==> src/rtl/rtc_bus_arbiter_pkg.sv <==
// rtc_pkg -- shared definitions for the RTC bus arbiter.
//
// Contents:
//   state_t   : arbiter FSM states (IDLE, GRANT, SWEEP, DONE, ABORT)
//   owner_t   : requester identity (write, chrono, read sweep)
//   LEN_*     : number of register addresses walked by each requester
//   WR_ADDRS  : time/date register block 0x21..0x28 (index 0 = 0x21)
//   CR_ADDRS  : chrono/timer register block 0x41..0x43 (index 0 = 0x41)
//   list_len(): length of the address list owned by a requester
package rtc_pkg;

    typedef enum logic [2:0] {
        ST_IDLE  = 3'd0,
        ST_GRANT = 3'd1,
        ST_SWEEP = 3'd2,
        ST_DONE  = 3'd3,
        ST_ABORT = 3'd4
    } state_t;

    typedef enum logic [1:0] {
        OWN_WR = 2'd0,
        OWN_CR = 2'd1,
        OWN_RD = 2'd2
    } owner_t;

    localparam logic [3:0] LEN_WR = 4'd8;
    localparam logic [3:0] LEN_CR = 4'd3;
    localparam logic [3:0] LEN_RD = 4'd11;

    // Packed tables: element [0] is the first address of the list.
    localparam logic [7:0][7:0] WR_ADDRS = {
        8'h28, 8'h27, 8'h26, 8'h25, 8'h24, 8'h23, 8'h22, 8'h21
    };
    localparam logic [2:0][7:0] CR_ADDRS = {
        8'h43, 8'h42, 8'h41
    };

    function automatic logic [3:0] list_len(input owner_t owner);
        case (owner)
            OWN_WR:  list_len = LEN_WR;
            OWN_CR:  list_len = LEN_CR;
            OWN_RD:  list_len = LEN_RD;
            default: list_len = 4'd1;
        endcase
    endfunction

endpackage

==> src/rtl/rtc_bus_arbiter_addr_rom.sv <==
// rtc_addr_rom -- combinational (owner, slot index) -> RTC register address.
//
// Ports:
//   owner : requester whose list is being walked
//   idx   : slot index within that list
//   addr  : register address; 8'h00 for an index outside the list
//
// The read list is the write block followed by the chrono block, so it is
// built from the two shared tables instead of a third copy.
module rtc_addr_rom
    import rtc_pkg::*;
(
    input  owner_t     owner,
    input  logic [3:0] idx,
    output logic [7:0] addr
);

    logic [3:0] cr_off;

    always_comb begin
        addr   = 8'h00;
        cr_off = idx - 4'd8;
        case (owner)
            OWN_WR: begin
                if (idx < LEN_WR) begin
                    addr = WR_ADDRS[idx[2:0]];
                end
            end
            OWN_CR: begin
                if (idx < LEN_CR) begin
                    addr = CR_ADDRS[idx[1:0]];
                end
            end
            OWN_RD: begin
                if (idx < LEN_WR) begin
                    addr = WR_ADDRS[idx[2:0]];
                end else if (idx < LEN_RD) begin
                    addr = CR_ADDRS[cr_off[1:0]];
                end
            end
            default: addr = 8'h00;
        endcase
    end

endmodule

==> src/rtl/rtc_bus_arbiter.sv <==
// rtc_bus_arbiter -- shares the RTC parallel address bus between the write
// sweep (wr), chrono sweep (cr) and read sweep (rd). One requester is granted
// at a time; its fixed address list is walked with every address held for
// HOLD_CYCLES clocks, then done (or abort) is pulsed for one clock.
//
// Parameters:
//   HOLD_CYCLES : clocks each address stays on the bus (>= 2)
//   IDLE_ADDR   : address driven while no sweep is active
//
// Ports:
//   clk, reset            : clock, synchronous active-high reset
//   inicio                : init in progress, blocks new grants only
//   req_wr/req_cr/req_rd  : level requests, priority wr > cr > rd
//   gnt_wr/gnt_cr/gnt_rd  : one-hot grants, high through GRANT and SWEEP
//   address, addr_valid   : current sweep address and its qualifier
//   addr_idx, slot_last   : slot index in the list, final clock of the slot
//   bus_we                : high throughout a write sweep
//   done, abort           : one-clock completion / cut-short pulses
//
// Build option: define RTC_ARB_PREEMPT_EN to let req_wr cut a cr/rd sweep
// short at its next slot boundary (abort, then the write sweep is granted).
module rtc_bus_arbiter
    import rtc_pkg::*;
#(
    parameter int unsigned HOLD_CYCLES = 74,
    parameter logic [7:0]  IDLE_ADDR   = 8'h00
) (
    input  logic       clk,
    input  logic       reset,
    input  logic       inicio,
    input  logic       req_wr,
    input  logic       req_cr,
    input  logic       req_rd,
    output logic       gnt_wr,
    output logic       gnt_cr,
    output logic       gnt_rd,
    output logic [7:0] address,
    output logic       addr_valid,
    output logic [3:0] addr_idx,
    output logic       slot_last,
    output logic       bus_we,
    output logic       done,
    output logic       abort
);

    localparam int unsigned SLOT_W = (HOLD_CYCLES > 2) ? $clog2(HOLD_CYCLES) : 1;
    localparam logic [SLOT_W-1:0] SLOT_LAST = SLOT_W'(HOLD_CYCLES - 1);

    state_t            state_q, state_d;
    owner_t            owner_q, owner_d;
    logic [3:0]        idx_q, idx_d;
    logic [SLOT_W-1:0] slot_q, slot_d;
    logic              owner_req;
    logic              slot_end;
    logic              list_end;
    logic              preempt_now;
    logic [7:0]        rom_addr;

`ifdef RTC_ARB_PREEMPT_EN
    logic preempt_q, preempt_d;

    // A write request seen at any point of a cr/rd sweep is remembered so a
    // short pulse on req_wr still ends the sweep at the next slot boundary.
    assign preempt_now = (owner_q != OWN_WR) && (preempt_q || req_wr);

    always_comb begin
        preempt_d = (state_q == ST_SWEEP) && (state_d == ST_SWEEP) && preempt_now;
    end
`else
    assign preempt_now = 1'b0;
`endif

    rtc_addr_rom u_addr_rom (
        .owner (owner_q),
        .idx   (idx_q),
        .addr  (rom_addr)
    );

    always_comb begin
        state_d   = state_q;
        owner_d   = owner_q;
        idx_d     = idx_q;
        slot_d    = slot_q;
        owner_req = 1'b0;
        slot_end  = (slot_q == SLOT_LAST);
        list_end  = (idx_q == (list_len(owner_q) - 4'd1));

        case (owner_q)
            OWN_WR:  owner_req = req_wr;
            OWN_CR:  owner_req = req_cr;
            OWN_RD:  owner_req = req_rd;
            default: owner_req = 1'b0;
        endcase

        case (state_q)
            ST_IDLE: begin
                if (!inicio && (req_wr || req_cr || req_rd)) begin
                    state_d = ST_GRANT;
                    if (req_wr) begin
                        owner_d = OWN_WR;
                    end else if (req_cr) begin
                        owner_d = OWN_CR;
                    end else begin
                        owner_d = OWN_RD;
                    end
                end
            end
            ST_GRANT: begin
                state_d = owner_req ? ST_SWEEP : ST_ABORT;
            end
            ST_SWEEP: begin
                // A withdrawn request wins over everything, including the
                // final slot boundary of the list.
                if (!owner_req) begin
                    state_d = ST_ABORT;
                end else if (slot_end) begin
                    if (list_end) begin
                        state_d = ST_DONE;
                    end else if (preempt_now) begin
                        state_d = ST_ABORT;
                    end else begin
                        idx_d  = idx_q + 4'd1;
                        slot_d = '0;
                    end
                end else begin
                    slot_d = slot_q + SLOT_W'(1);
                end
            end
            ST_DONE:  state_d = ST_IDLE;
            ST_ABORT: state_d = ST_IDLE;
            default:  state_d = ST_IDLE;
        endcase

        // Counters only carry meaning inside a sweep; everywhere else they
        // sit at zero so the next GRANT starts from a clean slot 0 / index 0.
        if (state_d != ST_SWEEP) begin
            idx_d  = 4'd0;
            slot_d = '0;
        end
    end

    always_ff @(posedge clk) begin
        if (reset) begin
            state_q <= ST_IDLE;
            owner_q <= OWN_WR;
            idx_q   <= 4'd0;
            slot_q  <= '0;
        end else begin
            state_q <= state_d;
            owner_q <= owner_d;
            idx_q   <= idx_d;
            slot_q  <= slot_d;
        end
    end

`ifdef RTC_ARB_PREEMPT_EN
    always_ff @(posedge clk) begin
        if (reset) begin
            preempt_q <= 1'b0;
        end else begin
            preempt_q <= preempt_d;
        end
    end
`endif

    // Outputs decode the registered state only, so they are stable for the
    // whole clock and cannot glitch on request inputs.
    logic granted;
    logic sweeping;

    assign granted    = (state_q == ST_GRANT) || (state_q == ST_SWEEP);
    assign sweeping   = (state_q == ST_SWEEP);

    assign gnt_wr     = granted && (owner_q == OWN_WR);
    assign gnt_cr     = granted && (owner_q == OWN_CR);
    assign gnt_rd     = granted && (owner_q == OWN_RD);
    assign address    = sweeping ? rom_addr : IDLE_ADDR;
    assign addr_valid = sweeping;
    assign addr_idx   = idx_q;
    assign slot_last  = sweeping && slot_end;
    assign bus_we     = sweeping && (owner_q == OWN_WR);
    assign done       = (state_q == ST_DONE);
    assign abort      = (state_q == ST_ABORT);

endmodule

==> config.mk <==
export PLATFORM = sky130hd
export DESIGN_NAME = rtc_bus_arbiter
export DESIGN_NICKNAME = d
export VERILOG_FILES = /design/src/rtl/rtc_bus_arbiter_pkg.sv /design/src/rtl/rtc_bus_arbiter_addr_rom.sv /design/src/rtl/rtc_bus_arbiter.sv
export SDC_FILE = /design/constraint.sdc
export NUM_CORES = 1
export LEC_CHECK = 0
export BUFFER_PORTS_ARGS = -buffer_cell sky130_fd_sc_hd__buf_2
export CELL_PAD_IN_SITES_DETAIL_PLACEMENT = 1
export CELL_PAD_IN_SITES_GLOBAL_PLACEMENT = 2
export CORE_ASPECT_RATIO = 1.4
export CORE_MARGIN = 8
export CORE_UTILIZATION = 32
export DETAILED_ROUTE_END_ITERATION = 8
export MAX_ROUTING_LAYER = met4
export PLACE_DENSITY_LB_ADDON = 0.25
export SLEW_MARGIN = 20
export SYNTH_ARGS = -nofsm -noshare
export SYNTH_HDL_FRONTEND = slang
export SYNTH_SLANG_ARGS = --single-unit
==> constraint.sdc <==
create_clock -name clk -period 3.52 [get_ports clk]
set_input_delay 0 -clock clk [delete_from_list [all_inputs] [get_ports clk]]
set_output_delay 0 -clock clk [all_outputs]
set_load 0.02 [all_outputs]
==> results of run 1 <==
-- path summary, 6_finish.rpt --
check,from,endpoint,slack (ps)
worst max-delay path,owner_q[0],flop,540
worst min-delay path,req_wr,owner_q[1],50
worst max register to register,owner_q[0],flop,540
worst min register to register,slot_q[5],slot_q[5],500
-- per-stage QoR --
stage	util	worst slack [ps]	hold WS, ps	power [W]
2_1_floorplan	-	893	72.4	0.000286
3_3_place_gp	0.367	655	255	0.000302
3_5_place_dp	0.367	558	258	0.000304
4_1_cts	0.387	534	45.4	0.000540
5_1_grt	0.387	351	74.4	0.000556
6_report	0.387	542	52.7	0.000534
-- critical path, stage by stage, from the launching register on --
cell      delay, ps
dfxtp_1         570
nor2b_1          90
buf_4           170
ha_1            280
nor3b_1         320
o311ai_4        190
a211o_1         370
o21ai_4         260
nor2_1           90
ha_1            210
nand2b_1         70
mux2i_1          80
a211oi_2        190
-- layout make-up --
cell class	instances	area, um^2
inverters	10	43.8
flip-flops and latches	20	400
repair buffers	25	133
fillers	493	2420
clock inverters	1	30.0
well taps	43	53.8
multi-input cells	116	828
clock buffers	3	41.3
-- cell families after synthesis --
| group | after synthesis | share of synthesized area |
|---|---|---|
| compound gates | 32 | 0.185 |
| xor+xnor | 4 | 0.0266 |
| fa+ha+maj | 7 | 0.0665 |
| buf+inv | 16 | 0.0703 |
| flops | 20 | 0.304 |
| mux | 5 | 0.0418 |
| other cells | 1 | 0.00285 |
| simple gates | 66 | 0.303 |
-- report_power, final --
group | leakage (nW) | total, W | internal (W) | switching (W)
logic | 0.412 | 0.0000624 | 0.0000224 | 0.0000400
clock network | 0.0357 | 0.000235 | 0.000152 | 0.0000831
registers | 0.162 | 0.000236 | 0.000230 | 0.00000692
total | 0.610 | 0.000534 | 0.000404 | 0.000130
-- per-layer routing --
metal,GRT usage,vias to the layer above,share of wire
li1,-,594,-
met1,0.129,562,0.45
met2,0.195,12,0.52
met3,0.0216,5,0.021
met4,0.0454,0,0.016
met5,-,-,0
-- Yosys cell counts (2+ instances only) --
cell type / instances / area share
a21oi_1: 10 / 0.038
and3_1: 3 / 0.014
buf_4: 3 / 0.017
buf_6: 2 / 0.017
dfxtp_1: 20 / 0.30
ha_1: 7 / 0.066
inv_1: 8 / 0.023
mux2i_1: 4 / 0.030
nand2_1: 7 / 0.020
nand2b_1: 2 / 0.0095
nand3_2: 2 / 0.015
nand4_1: 2 / 0.0095
nor2_1: 14 / 0.040
nor2b_1: 3 / 0.014
nor3_1: 8 / 0.030
nor3b_1: 3 / 0.017
nor4_1: 4 / 0.019
o21ai_0: 4 / 0.015
o21ai_1: 2 / 0.0076
o31ai_1: 5 / 0.028
or3_1: 2 / 0.0095
or4_1: 4 / 0.023
xnor2_1: 3 / 0.020
-- repair_timing --
| item | CTS | global route |
|---|---|---|
| buffers inserted | 0 | 0 |
| hold buffers | 1 | 0 |
| hold endpoints to repair | 3 | 0 |
==> impl_metrics.toml, run 1 <==
[routing]
drc = 0
vias = 1173
first_iter_violations = 49
drt_wl_total_um = 3550
first_pass_iters = 4
routedWlPerCell_um = 16.3
ant_nets = 0
via_per_inst = 5.38

[cells_and_area]
final_common_cell = "buf_2"
fin_cells = 218
diodes = 0
layout-drive-gt1-share = 0.246
design_area_um2 = 1530
mostFrequentLayoutCells = "buf_2, dfxtp_1, nor2_1"
layout.nets = 189
area_delta_synth_final_pct = 16.1

[global_route]
grt_usage = 0.115
grt-ovfl-total = 0
grt_pass1_wl_um = 5960
grt_max_degree = 14
antenna_found_initial = 0
grt_pass1_vias = 1240

[worst_setup_path]
end_kind = "flop"
start_kind = "flop"
ff2ff_path_depth = 12
critPathKind = "flop to flop"
worstPathRequired_ps = 3710
cp_data_arrival_time_ps = 3170
cp_max_fo = 13

[worst_hold_path]
hold_path_class = "input port to flop"
whs_path_depth = 3

[pwr]
power_density_nw_per_um2 = 349
irDropWorstVdd_mv = 0.207
leakage_nw = 0.610

[timing]
setup_viol = 0
slew_viol_final = 0
finalClockSkew_ps = 6.59
max_slew_margin = 0.481
finalSetupTns_ps = 0
period_minus_slack_ps = 2980
rsz0062_at_grt = "no"
max_freq_mhz = 336
tightest_slew_ps = 771
timing.final.hold_violations = 0
period_share = 0.846

[placed_design]
gp_congestion = 0.845
dpl.cell_count = 213
placed_area_um2 = 1450
io_buffers = 23
dp_hpwl_um = 2850

[yosys]
synthFlopType = "dfxtp_1"
yosysWarnings = 0
synth_edf_count = 0
synth.distinct_cells = 52
synth-seq-area-share = 0.304
synthArstFlopShare = 0
avgSynthCellArea_um2 = 8.73
synth-seq-cells = 20
syn_area_um2 = 1320
syn_inst = 151

[clock_tree]
cts.reportedPaths.clkPinSlew_ps = 80
htree_levels = 1
cts_max_path_buffers = 2
cts-buffers-inserted = 3
cts_root_buf = "clkbuf_8"
clk_latency_ps = 270
cts_tree = "done"
cts_num_sinks = 20
cts_resized = 0

[floorplan]
start_util = 0.333
die_area_um2 = 6460
dieHeight_um = 91.9
num_rows = 27
die_width_um = 70.2
num_io_pins = 26
core-area_um2 = 3950

[run]
max-cap-violations = 0

[run_status]
status = "complete, no violations"
Power figures use the tool's default switching activity.
==> inputs of run 2 (changes only) <==
==> constraint.sdc (replaced) <==
create_clock -name clk -period 2.91 [get_ports clk]
set_input_delay 0 -clock clk [delete_from_list [all_inputs] [get_ports clk]]
set_output_delay 0 -clock clk [all_outputs]
set_load 0.02 [all_outputs]
==> run 2 against run 1 <==
  * Clock power decreased by 23%
  * Fmax increased by 17%
  * Clock skew decreased by 5.3 ps
  * Utilization increased by 0.19 points
  * Via count increased by 0.77%
  * Non-clock buffer count increased by 5
==> impl_metrics.toml, run 2 (synthesis results as in run 1) <==
[timing]
finalSetupTns_ps = 0
setup_viol = 0
period_share = 0.873
max_freq_mhz = 394
tightest_slew_ps = 705
finalClockSkew_ps = 1.26
rsz0062_at_grt = "no"
period_minus_slack_ps = 2540
slew_viol_final = 0
max_slew_margin = 0.526
layout_setup_ws_ps = 370
timing.final.hold_violations = 0

[worst_setup_path]
critPathKind = "flop to flop"
crit_buf_inv = 1
end_kind = "flop"
start_kind = "flop"
path_delay_family = "compound AO/OA/AOI/OAI gates"
worstPathRequired_ps = 3090
cpPeakStageDelay_ps = 430
cp_data_arrival_time_ps = 2720
worstPathCellList = "inv_1 > ha_1 > nor3b_1 > o311ai_4 > a211o_1 > o21ai_4 > nor2_1 > ha_1 > nand2b_1 > mux2i_1 > a211oi_2"
cp_max_fo = 7
crit_slowest_cell = "dfxtp_1"
cp_common_cell = "ha_1"

[clock_tree]
cts_num_sinks = 20
cts_resized = 0
hold_buffers = 1
cts_max_path_buffers = 2
cts-buffers-inserted = 3
cts_root_buf = "clkbuf_8"
cts_tree = "done"
htree_levels = 1
post_cts_buffers = 0
clk_latency_ps = 250
cts.reportedPaths.clkPinSlew_ps = 70

[pwr]
leakage_nw = 0.621
p_total_w = 0.000546
power_density_nw_per_um2 = 355
combPwrFrac = 0.152
irDropWorstVdd_mv = 0.240
p_clk_frac = 0.332
p_seq_frac = 0.516
switching_share = 0.269
internal_power_w = 0.000400
switchingPower_w = 0.000147

[floorplan]
die_width_um = 70.2
dieHeight_um = 91.9
num_rows = 27
die_area_um2 = 6460
start_util = 0.333
core-area_um2 = 3950
num_io_pins = 26

[placed_design]
dpl.cell_count = 218
gp_congestion = 0.770
io_buffers = 23
place_ws_ps = 401
dp_hpwl_um = 2900
placed_area_um2 = 1490

[cells_and_area]
fin_cells = 222
nFillCells = 479
area_delta_synth_final_pct = 16.7
design_area_um2 = 1540
mostFrequentLayoutCells = "buf_2, dfxtp_1, nor2_1"
layout.nets = 194
final_common_cell = "buf_2"
diodes = 0
layout-drive-gt1-share = 0.263

[routing]
drt_wl_total_um = 3580
first_pass_iters = 3
routedWlPerCell_um = 16.1
vias = 1182
via_per_inst = 5.32
ant_nets = 0
first_iter_violations = 30
drc = 0

[global_route]
grt_pass1_vias = 1250
grt_usage = 0.111
grt-ovfl-total = 0
antenna_found_initial = 0
grt_max_degree = 13
grt_pass1_wl_um = 5890

[run]
max-cap-violations = 0

[run_status]
status = "complete, no violations"

[worst_hold_path]
hold_path_class = "input port to flop"
run 2: cell count changes in the layout (fill, tap and decap cells not counted), sizes merged:
| cell | before | now |
|---|---|---|
| buf | 24 | 29 |
| bufinv | 1 | 0 |
run 2: tightest hold or removal path: cells and delay by family:
family	cells	cell delay, ps
compound gates	1	120
buf+inv	1	120
simple gates	1	40
run 2: final timing paths:
| kind | start | to | slack [ps] | cells after the start |
|---|---|---|---|---|
| worst min-delay path | req_wr | owner_q[1] | 70 | 3 |
| worst max-delay path | addr_idx[3] | flop | 370 | 11 |
| worst max register to register | addr_idx[3] | flop | 370 | 11 |
| worst min register to register | slot_q[6] | slot_q[6] | 500 | 2 |
run 2: metrics by stage:
step | hold WS (ps) | util
global placement | 258 | 0.376
floorplan | 72.4 | -
finish | 72.0 | 0.389
CTS | 75.0 | 0.389
global route | 92.6 | 0.389
detailed placement | 260 | 0.376
run 2: power by group through the flow:
stage                     clock [W]  combinational [W]  sequential (W)
after detailed placement          0          0.0000829        0.000288
final                      0.000181          0.0000830        0.000282
after floorplan                   0          0.0000582        0.000288
after global routing       0.000193          0.0000911        0.000283
after global placement            0          0.0000818        0.000288
after CTS                  0.000188          0.0000843        0.000282
run 2: metal layers:
layer,GRT usage,vias up,share of wire
li1,-,599,-
met1,0.125,562,0.45
met2,0.198,14,0.52
met3,0.0151,7,0.016
met5,-,-,0
met4,0.0319,0,0.013
run 2: layout make-up:
| cell class | instances | area, um^2 | share of cell area |
|---|---|---|---|
| Clock buffer | 3 | 41.3 | 0.0269 |
| Multi-Input combinational cell | 116 | 828 | 0.539 |
| Timing Repair Buffer | 30 | 170 | 0.111 |
| Sequential cell | 20 | 400 | 0.260 |
| Tap cell | 43 | 53.8 | 0.0350 |
| Inverter | 10 | 43.8 | 0.0285 |
==> inputs of run 3 (changes only) <==
--- a/config.mk
+++ b/config.mk
@@ -5,6 +5,7 @@
 export SDC_FILE = /design/constraint.sdc
 export NUM_CORES = 1
 export LEC_CHECK = 0
+export ABC_AREA = 0
 export BUFFER_PORTS_ARGS = -buffer_cell sky130_fd_sc_hd__buf_2
 export CELL_PAD_IN_SITES_DETAIL_PLACEMENT = 1
 export CELL_PAD_IN_SITES_GLOBAL_PLACEMENT = 2
@@ -14,6 +15,7 @@
 export DETAILED_ROUTE_END_ITERATION = 8
 export MAX_ROUTING_LAYER = met4
 export PLACE_DENSITY_LB_ADDON = 0.25
+export REMOVE_ABC_BUFFERS = 1
 export SLEW_MARGIN = 20
 export SYNTH_ARGS = -nofsm -noshare
 export SYNTH_HDL_FRONTEND = slang
==> run 3 against run 2 <==
  * Clock skew barely moved
  * Total power rose by 6.6%
  * First-iteration DRC count did not move
  * Flip-flop and latch count did not move
  * Routed wire length rose by 1.2%
  * Final area rose by 0.90%
  * Worst setup slack improved by 44 ps
  * Global-route usage rose by 0.59 points
==> impl_metrics.toml, run 3 (synthesis results as in run 1) <==
[routing]
via_per_inst = 5.39
drc = 0
met3_length_um = 47
dr.max_layer_used = "met4"
met1_length_um = 1600
first_iter_violations = 30
drt_wl_total_um = 3620
first_pass_iters = 4
route.met2.wl_um = 1910
routedWlPerCell_um = 16.2
vias = 1201
ant_nets = 0

[worst_setup_path]
cp_max_fo = 7
path_delay_family = "compound AO/OA/AOI/OAI gates"
cp_common_cell = "ha_1"
cp_data_arrival_time_ps = 2690
r2r_setup_slack_ps = 410
critPathKind = "flop to flop"
cpPeakStageDelay_ps = 430
worst-path-stages = 11
startpoint = "addr_idx[3]"
r2r_start = "addr_idx[3]"
crit_slowest_cell = "dfxtp_1"
worstPathRequired_ps = 3100
start_kind = "flop"
crit_buf_inv = 1
ff2ff_path_depth = 11
end_kind = "flop"
worstPathCellList = "inv_1 > ha_1 > nor3b_1 > o311ai_4 > a211o_1 > o21ai_4 > nor2_1 > ha_1 > nand2b_1 > mux2i_1 > a211oi_2"

[global_route]
grt-ovfl-total = 0
antenna_found_initial = 0
grt_pass1_wl_um = 6050
grt_max_degree = 13
grt_usage = 0.117
grt_pass1_vias = 1289

[clock_tree]
cts_tree = "done"
htree_levels = 1
post_cts_buffers = 0
clk_latency_ps = 260
cts.reportedPaths.clkPinSlew_ps = 80
cts_root_buf = "clkbuf_8"
cts_max_path_buffers = 2
cts_resized = 0
cts-buffers-inserted = 3
cts_num_sinks = 20

[timing]
period_share = 0.857
setup_viol = 0
layout_setup_ws_ps = 415
finalClockSkew_ps = 1.43
slew_viol_final = 0
timing.final.hold_violations = 0
finalSetupTns_ps = 0
tightest_slew_ps = 717
max_freq_mhz = 401
period_minus_slack_ps = 2500
max_slew_margin = 0.518
rsz0062_at_grt = "no"

[cells_and_area]
diodes = 0
mostFrequentLayoutCells = "buf_2, dfxtp_1, nor2_1"
area_delta_synth_final_pct = 17.8
layout.nets = 194
layout-drive-gt1-share = 0.267
final_common_cell = "buf_2"
design_area_um2 = 1550
utilization = 0.393

[floorplan]
core-area_um2 = 3950
num_io_pins = 26
num_rows = 27
die_area_um2 = 6460
start_util = 0.333
dieHeight_um = 91.9
die_width_um = 70.2

[placed_design]
placed_area_um2 = 1490
gp_congestion = 0.777
io_buffers = 23
dp_hpwl_um = 2910
place_ws_ps = 424

[run]
max-cap-violations = 0

[pwr]
leakage_nw = 0.628
irDropWorstVdd_mv = 0.188
power_density_nw_per_um2 = 375

[worst_hold_path]
hold_path_class = "input port to flop"

[run_status]
status = "complete, no violations"
==> run 3: cell count changes in the layout (fill, tap and decap cells not counted), sizes merged <==
cell,change
clkbuf,+1
==> run 3: worst min-delay path by stage <==
stage	end	cells past startpoint	start
after floorplan	owner_q[0]	1	reset
after global placement	state_q[2]	2	reset
after detailed placement	owner_q[0]	2	reset
after CTS	owner_q[1]	3	req_wr
final	owner_q[1]	3	req_wr
after global routing	owner_q[1]	3	req_wr
==> run 3: timing repair <==
action                                  CTS  global route
endpoints found under the setup margin    0             0
endpoints found under the hold margin     3             0
hold buffers                              1             0
==> run 3: metal layers <==
layer / up-vias / GRT usage
li1: 605 / -
met4: 0 / 0.0454
met3: 5 / 0.0162
met5: - / -
met2: 14 / 0.208
met1: 577 / 0.127
==> run 3: tightest hold or removal path: stages <==
cell and delay (ps):
buf_2 120, o21a_1 120, nor3_1 40
==> run 3: power breakdown <==
| group | internal (W) | leakage [nW] | switching (W) |
|---|---|---|---|
| Clock | 0.000121 | 0.0288 | 0.0000969 |
| Sequential | 0.000278 | 0.162 | 0.00000436 |
| Combinational | 0.0000297 | 0.438 | 0.0000531 |
==> run 3: stage by stage <==
step | cells | hold WS (ps) | total power, W
2_1_floorplan | 146 | 72.4 | 0.000341
3_3_place_gp | 218 | 259 | 0.000369
4_1_cts | 223 | 55.0 | 0.000589
6_report | 223 | 54.2 | 0.000582
3_5_place_dp | 218 | 259 | 0.000371
5_1_grt | 223 | 76.7 | 0.000613
==> run 3: layout make-up <==
| class | instances | area [um^2] |
|---|---|---|
| clock buffer | 4 | 55.1 |
| sequential | 20 | 400 |
| multi-input combinational | 116 | 828 |
| tap | 43 | 53.8 |
| fill | 494 | 2400 |
| inverter | 10 | 43.8 |
| timing repair buffer | 30 | 170 |
